File: src/rtl/bram_read_streamer.sv
// Streams a contiguous BRAM address range out on a valid/ready port and checks each word against its address.
// Latency: the first word appears RD_LATENCY+2 cycles after start. Reads are throttled so FIFO plus in-flight never exceeds 4.
// Backpressure: m_ready low stops issue once 4 words are held or outstanding; no word is ever dropped.
module bram_read_streamer #(
    parameter int ADDR_WIDTH = 10,
    parameter int DATA_WIDTH = 32,
    parameter int RD_LATENCY = 1
) (
    input  logic                  clk_100mhz,
    input  logic                  reset_n,
    input  logic                  locked,
    input  logic                  start,
    input  logic [ADDR_WIDTH-1:0] base_addr,
    input  logic [ADDR_WIDTH:0]   length,
    output logic [ADDR_WIDTH-1:0] read_addr,
    output logic                  read_en,
    input  logic [DATA_WIDTH-1:0] read_data_in,
    output logic [DATA_WIDTH-1:0] m_data,
    output logic                  m_valid,
    input  logic                  m_ready,
    output logic                  m_last,
    output logic                  busy,
    output logic                  done,
    output logic [15:0]           err_count
);
    localparam int LW = ADDR_WIDTH + 1;

    typedef enum logic [1:0] {IDLE, READ, DRAIN} state_t;

    state_t                  state;
    logic [ADDR_WIDTH-1:0]   base_q;
    logic [LW-1:0]           len_q;
    logic [LW-1:0]           issued;
    logic [LW-1:0]           out_idx;
    logic [RD_LATENCY-1:0]   pipe;
    logic [DATA_WIDTH-1:0]   mem [4];
    logic [1:0]              wr_ptr;
    logic [1:0]              rd_ptr;
    logic [2:0]              occ;
    logic [2:0]              outstanding;
    logic                    capture;
    logic                    xfer;
    logic                    issue;
    logic [ADDR_WIDTH-1:0]   exp_addr;
    logic [DATA_WIDTH-1:0]   exp_data;

    // Outstanding reads include the one currently on the BRAM port.
    always_comb begin
        outstanding = {2'b00, read_en};
        for (int i = 0; i < RD_LATENCY; i++) begin
            outstanding = outstanding + {2'b00, pipe[i]};
        end
    end

    assign capture  = pipe[RD_LATENCY-1];
    assign m_valid  = (occ != 3'd0);
    assign m_data   = mem[rd_ptr];
    assign m_last   = m_valid && (out_idx == len_q - LW'(1));
    assign xfer     = m_valid && m_ready;
    assign busy     = (state != IDLE);
    assign issue    = (state == READ) && locked && (issued != len_q)
                      && (({1'b0, occ} + {1'b0, outstanding}) < 4'd4);
    assign exp_addr = base_q + out_idx[ADDR_WIDTH-1:0];
    assign exp_data = DATA_WIDTH'(exp_addr);

    always_ff @(posedge clk_100mhz or negedge reset_n) begin
        if (!reset_n) begin
            state     <= IDLE;
            base_q    <= '0;
            len_q     <= '0;
            issued    <= '0;
            out_idx   <= '0;
            read_en   <= 1'b0;
            read_addr <= '0;
            done      <= 1'b0;
            err_count <= '0;
        end else begin
            done    <= 1'b0;
            read_en <= issue;
            if (issue) begin
                read_addr <= base_q + issued[ADDR_WIDTH-1:0];
                issued    <= issued + LW'(1);
            end
            if (xfer) begin
                out_idx <= out_idx + LW'(1);
                if (m_data != exp_data && err_count != 16'hFFFF) begin
                    err_count <= err_count + 16'd1;
                end
            end
            case (state)
                IDLE: begin
                    if (start && locked) begin
                        base_q  <= base_addr;
                        len_q   <= length;
                        issued  <= '0;
                        out_idx <= '0;
                        if (length == '0) begin
                            done <= 1'b1;
                        end else begin
                            state <= READ;
                        end
                    end
                end
                READ: begin
                    if (issue && (issued + LW'(1) == len_q)) begin
                        state <= DRAIN;
                    end
                end
                DRAIN: begin
                    if (xfer && m_last) begin
                        state <= IDLE;
                        done  <= 1'b1;
                    end
                end
                default: state <= IDLE;
            endcase
        end
    end

    // Read-data pipeline and 4-entry output FIFO; capture keeps running even while locked is low.
    always_ff @(posedge clk_100mhz or negedge reset_n) begin
        if (!reset_n) begin
            pipe   <= '0;
            wr_ptr <= '0;
            rd_ptr <= '0;
            occ    <= '0;
            for (int i = 0; i < 4; i++) begin
                mem[i] <= '0;
            end
        end else begin
            pipe[0] <= read_en;
            for (int i = 1; i < RD_LATENCY; i++) begin
                pipe[i] <= pipe[i-1];
            end
            if (capture) begin
                mem[wr_ptr] <= read_data_in;
                wr_ptr      <= wr_ptr + 2'd1;
            end
            if (xfer) begin
                rd_ptr <= rd_ptr + 2'd1;
            end
            occ <= occ + {2'b00, capture} - {2'b00, xfer};
        end
    end

endmodule

File: config.mk
export PLATFORM = sky130hd
export DESIGN_NAME = bram_read_streamer
export DESIGN_NICKNAME = d
export VERILOG_FILES = /design/src/rtl/bram_read_streamer.sv
export SDC_FILE = /design/constraint.sdc
export NUM_CORES = 1
export LEC_CHECK = 0
export ABC_AREA = 1
export ABC_CLOCK_PERIOD_IN_PS = 5300
export CAP_MARGIN = 20
export CORE_AREA = 3 3 155 157
export CTS_CLUSTER_DIAMETER = 40
export DETAILED_ROUTE_END_ITERATION = 10
export DIE_AREA = 0 0 158 160
export GPL_ROUTABILITY_DRIVEN = 0
export PLACE_DENSITY = 0.83
export SKIP_CTS_REPAIR_TIMING = 1
export SYNTH_ARGS = -nofsm -noshare
export SYNTH_HDL_FRONTEND = slang
export SYNTH_SLANG_ARGS = --single-unit
File: constraint.sdc
create_clock -name clk_100mhz -period 5.3 [get_ports clk_100mhz]
set_input_delay 1.06 -clock clk_100mhz [delete_from_list [all_inputs] [get_ports clk_100mhz]]
set_output_delay 1.06 -clock clk_100mhz [all_outputs]
set_load 0.02 [all_outputs]
### Word level (Yosys, flattened, before mapping)

Index checks and enable logic that the tools add are counted.

| operators by class | value |
|---|---|
| $add $sub $neg | 12 |
| magnitude comparators | 4 |
| equal/unequal tests | 11 |
| multiplexer cells | 21 |
| bitwise gates (word level) | 2 |
| reduce and logical (&&, ||, !) cells | 17 |

Operators with widths:

| kind | number |
|---|---|
| $bwmux 128 | 1 |
| $mux 32 | 3 |
| $mux 11 | 6 |
| $bmux 32 s2 | 1 |
| $demux 32 s2 | 1 |
| $ne 32x10->1 | 1 |
| $add 11x1->11 const B | 2 |
| $eq 11x11->1 | 2 |
| $add 10x10->10 | 2 |
| $add 16x1->16 const B | 1 |
| $ne 16x16->1 const B | 1 |
| $logic_not 11->1 | 1 |
| $ne 11x11->1 | 1 |
| $sub 11x1->11 const B | 1 |
| $logic_and 1x1->1 | 10 |
| $mux 2 | 4 |
| $ge 3x3->1 const B | 2 |
| $ne 2x2->1 const B | 3 |
| $not 2->3 | 2 |
| $pmux 2 s3 | 1 |
| $add 2x1->2 const B | 2 |
| $add 3x2->4 | 1 |
| $lt 4x3->1 const B | 1 |
| $reduce_and 2->1 | 2 |
| other kinds (13) | 15 |

| word-level totals | value |
|---|---|
| flip-flop bits (word level) | 209 |
| input port bits | 58 |
| output and inout port bits | 63 |
| word-level logic and storage cells | 84 |

### Longest topological paths before layout

| depth | value |
|---|---|
| depth in word-level cells | 7 |
| mapped depth | 17 |
| mapped depth without buffers | 16 |

### Worst setup path after synthesis

OpenSTA, ideal clock, no wires.

| timing path | value |
|---|---|
| kind | register to output |
| start | register len_q[1] |
| end | output port m_last |
| arrival | 1.837 ns |
| required time | 4.240 ns |
| path slack | 2.403 ns |
| cell stages (with the launch flop) | 9 |
| path buffers | 0 |
| path through | dfrtp_1 > inv_1 > ha_1 > nand3_1 > nor2_1 > xor2_1 > xor2_1 > nand2_1 > nor3_1 |

| between the ends | value |
|---|---|
| word-level cells in the longest chain between the ends | 3 |

Ends and longest elaborated chain:

| what | line | source |
|---|---|---|
| from (decl) | 32 | `logic [LW-1:0] len_q;` |
| from (signal assigned) | 94 | `len_q <= length;` |
| $sub 11x1->11 | 58 | `assign m_last = m_valid && (out_idx == len_q - LW'(1));` |
| $eq 11x11->1 | 58 |  |
| $logic_and 1x1->1 | 58 |  |
| to (decl) | 21 | `output logic m_last,` |

Every way passes these cells.

### Final worst setup path

| timing path | value |
|---|---|
| start | register len_q[2] |
| end | output port m_last |

The elaborated chain is that of the path after synthesis.

==> results.md <==
- Clock power frac: 0.208
- Mux cell area share after synthesis: 0
- Combinational cell fraction of total power: 0.488
- Mapped Cells: 1471
- Fmax: 253 MHz
- WP data arrival: 2.89 ns
- Fin. Hold Viols: 0
- Post-Synth XOR/XNOR Area: 0.0520
- Worst path cell trace: inv_1 > nand3_1 > nor2_1 > and2_1 > nand2_1 > nand2_1 > o21ai_0 > inv_1 > nand2_1 > nor3_1 > clkdlybuf4s50_1
- Slowest-stage cell, CP: clkdlybuf4s50_1
- Overall global routing resource usage: 0.222
- Layout area overhead: 21.5%
- Crit-path leading delay family: simple AND/OR/NAND/NOR gates
- P_leak: 0.00686 µW
- IO Port Bufs: 120
- IO Pins: 121
- Synth Area per Inst: 7.67 µm²
- VDD IR max: 501 µV
- Minimum clock period: 3.95 ns
- Mapped cell area: 11300 µm²
- Layout cells sized above 1: 0.0507
- R2R Setup Slk: 2.32 ns
- First-pass DRT Iterations: 5
- Layout Cells excl Fill: 1882
- WL/cell: 15.0 µm
- Vias in the first global route: 9664
- Critical Path RT: 4.24 ns
- Slew Limit Fails: 0
- Met2 wire length: 13.3 mm
- Post-synth EDFFs: 0
- Worst setup EP type: primary output
- Sw frac: 0.435
- Int Power: 5430 µW
- Routed length on met3: 1.73 mm
- Synth area leader: dfrtp_1
- Area of the core: 22600 µm²
- Slew @ Worst Pin: 0.926 ns
- Critical path type: register to primary output
- Largest net degree at the start of global routing: 116
- Top_reg_cell synth: dfrtp_1
- Net Switching: 4180 µW
- Ys Warns: 0
- Initial core utilization: 0.498
- CP bufs+invs: 3
- Clk_skew: 0.0126 ns
- Yosys cell types: 39
- N_diodes: 0
- Depth of the CTS H-tree: 1
- Root buffer cell: clkbuf_16
- Post-synthesis adder-cell area fraction: 0.0386
- Total grt overflow: 0
- Critical Path Max Stage Delay: 0.65 ns
- Clock slew at reported path FFs: 0.05 ns
- Final core utilization: 0.605
- Unrepaired setup endpoints after global routing: no
- Relative slew slack: 0.382
- First-pass GRT wire length: 47.0 mm
- Post-synth net total: 1562
- Top-area cell type share of the netlist area: 0.464
- Min-delay worst type: register to register
- TritonCTS clock tree: built
- Inst Count DP: 1821
- Top-count cell post-synth: nand2_1
- Most frequent cell on the critical path: nand2_1
- Seq pwr share: 0.304
- Ys async rst share: 1.00
- CP Launch Type: register
- Post-synthesis simple-gate area fraction: 0.271
- Largest family of logic cells by synthesized area: simple AND/OR/NAND/NOR gates
- Row cnt: 55
- Setup violators final: 0
- Drt initial violations: 1016
- Final setup TNS: 0 ns
- CTS max path bufs: 3
- Cell Pwr Density: 701 nW/µm²
- Status: completed
- Layout Nets: 1664
- Die area: 25300 µm²
- Synth Area in Compound Gates: 0.0989
- Die width: 158 µm
- DR top layer: met4
- Synth top area cells: dfrtp_1 (46%), nand2_1 (17%), o21ai_0 (7.3%)
- MaxCap Viol Count: 0
- Synth top cells by count: nand2_1 (507), dfrtp_1 (209), o21ai_0 (164), inv_1 (142), nand3_1 (95)
- Drc violations: 0
- Post-synthesis sequential area ratio: 0.464
- Multi-input gate area: 5200 µm²
- TritonCTS buffer count: 31
- Post-synthesis sequential element count: 209
- Max Fanout on Critical Path: 4
- CTS sink cnt: 209
- Die height: 160 µm
- # fillers: 1875
- Worst skew pair latency: 0.54 ns
- Hpwl dp: 18.3 mm
- Via-to-Cell Ratio: 5.33
- Post-Route WL: 28.2 mm
- Wire length on met1: 12.4 mm
- Antenna-violating nets left: 0
- Sequential Area: 5230 µm²
- Vias: 10000
- Initial antenna violation count: 0
- Final worst path period share: 0.745
==> flip-flops by register name, indices dropped and copies added, names as in the netlist <==
| signal | count |
|---|---|
| read_en | 1 |
| base_q | 10 |
| capture | 1 |
| err_count | 16 |
| occ | 3 |
| len_q | 11 |
| read_addr | 10 |
| out_idx | 11 |
| wr_ptr | 2 |
| state | 2 |
| rd_ptr | 2 |
| issued | 11 |
| done | 1 |
| mem | 128 |
==> worst paths after layout <==
kind,start,depth (start not counted),to
setup / recovery,len_q[2]$_DFFE_PN0P_,11,m_last
hold / removal,read_en$_DFF_PN0_,0,capture$_DFF_PN0_
setup reg to reg,out_idx[0]$_DFF_PN0_,16,err_count[0]$_DFFE_PN0P_
hold reg to reg,read_en$_DFF_PN0_,0,capture$_DFF_PN0_
max in group asynchronous,reset_n,2,out_idx[5]$_DFF_PN0_
min in group asynchronous,reset_n,1,mem[100]$_DFFE_PN0P_
==> kinds of logic after synthesis <==
logic type | Yosys count
simple gates | 742
compound gates | 212
buf+inv | 208
flops | 209
xor+xnor | 67
fa+ha+maj | 33
==> layout make-up <==
| cell class | instances | area share |
|---|---|---|
| well taps | 285 | 0.0260 |
| repair buffers | 131 | 0.0976 |
| clock buffers | 38 | 0.0615 |
| clock inverters | 19 | 0.0135 |
| inverters | 146 | 0.0400 |
| flip-flops and latches | 209 | 0.382 |
| multi-input cells | 1054 | 0.380 |
==> power groups by stage <==
stage                     clock (µW)  combinational (µW)  sequential [µW]
final                           2000                4680             2920
after global routing            2100                5300             3010
after CTS                       2030                4660             2920
after detailed placement           0                4600             2930
after global placement             0                4460             2900
after floorplan                    0                3240             2830
==> routing by layer <==
| layer | vias to the layer above | global-route usage |
|---|---|---|
| li1 | 4917 | - |
| met4 | 0 | 0.0696 |
| met3 | 63 | 0.0290 |
| met2 | 335 | 0.355 |
| met5 | - | 0 |
| met1 | 4722 | 0.316 |
==> cells in the final DEF (no fill, tap or decap), types with 3 or more instances in the layout <==
| cell | instances |
|---|---|
| nand3b_1 | 5 |
| fa_1 | 3 |
| a21oi_1 | 28 |
| xnor2_1 | 23 |
| inv_2 | 3 |
| nand2_1 | 503 |
| nand3_1 | 95 |
| a21o_1 | 4 |
| clkdlybuf4s50_1 | 119 |
| clkinvlp_4 | 4 |
| nor4_1 | 4 |
| clkbuf_16 | 31 |
| nand2_2 | 5 |
| clkbuf_1 | 3 |
| a31oi_1 | 3 |
| buf_4 | 7 |
| clkbuf_8 | 5 |
| inv_1 | 142 |
| nor3_1 | 17 |
| inv_6 | 7 |
| buf_12 | 4 |
| dfrtp_1 | 208 |
| o21ai_0 | 164 |
| nand4_1 | 28 |
| o21bai_1 | 4 |
| xor2_1 | 44 |
| clkinv_2 | 5 |
| ha_1 | 30 |
| nor2_1 | 77 |
==> stage by stage <==
| step | hold WS (ns) | total power, µW | area (µm²) | worst slack [ns] |
|---|---|---|---|---|
| after CTS | 0.457 | 9600 | 13600 | 1.34 |
| final | 0.469 | 9610 | 13700 | 1.35 |
| after floorplan | 0.448 | 6060 | 11300 | 2.40 |
| after global placement | 0.451 | 7360 | 12600 | 1.95 |
| after detailed placement | 0.425 | 7540 | 12600 | 1.90 |
| after global routing | 0.468 | 10400 | 13700 | 1.09 |
No activity file was read; power rests on OpenSTA's default activity.
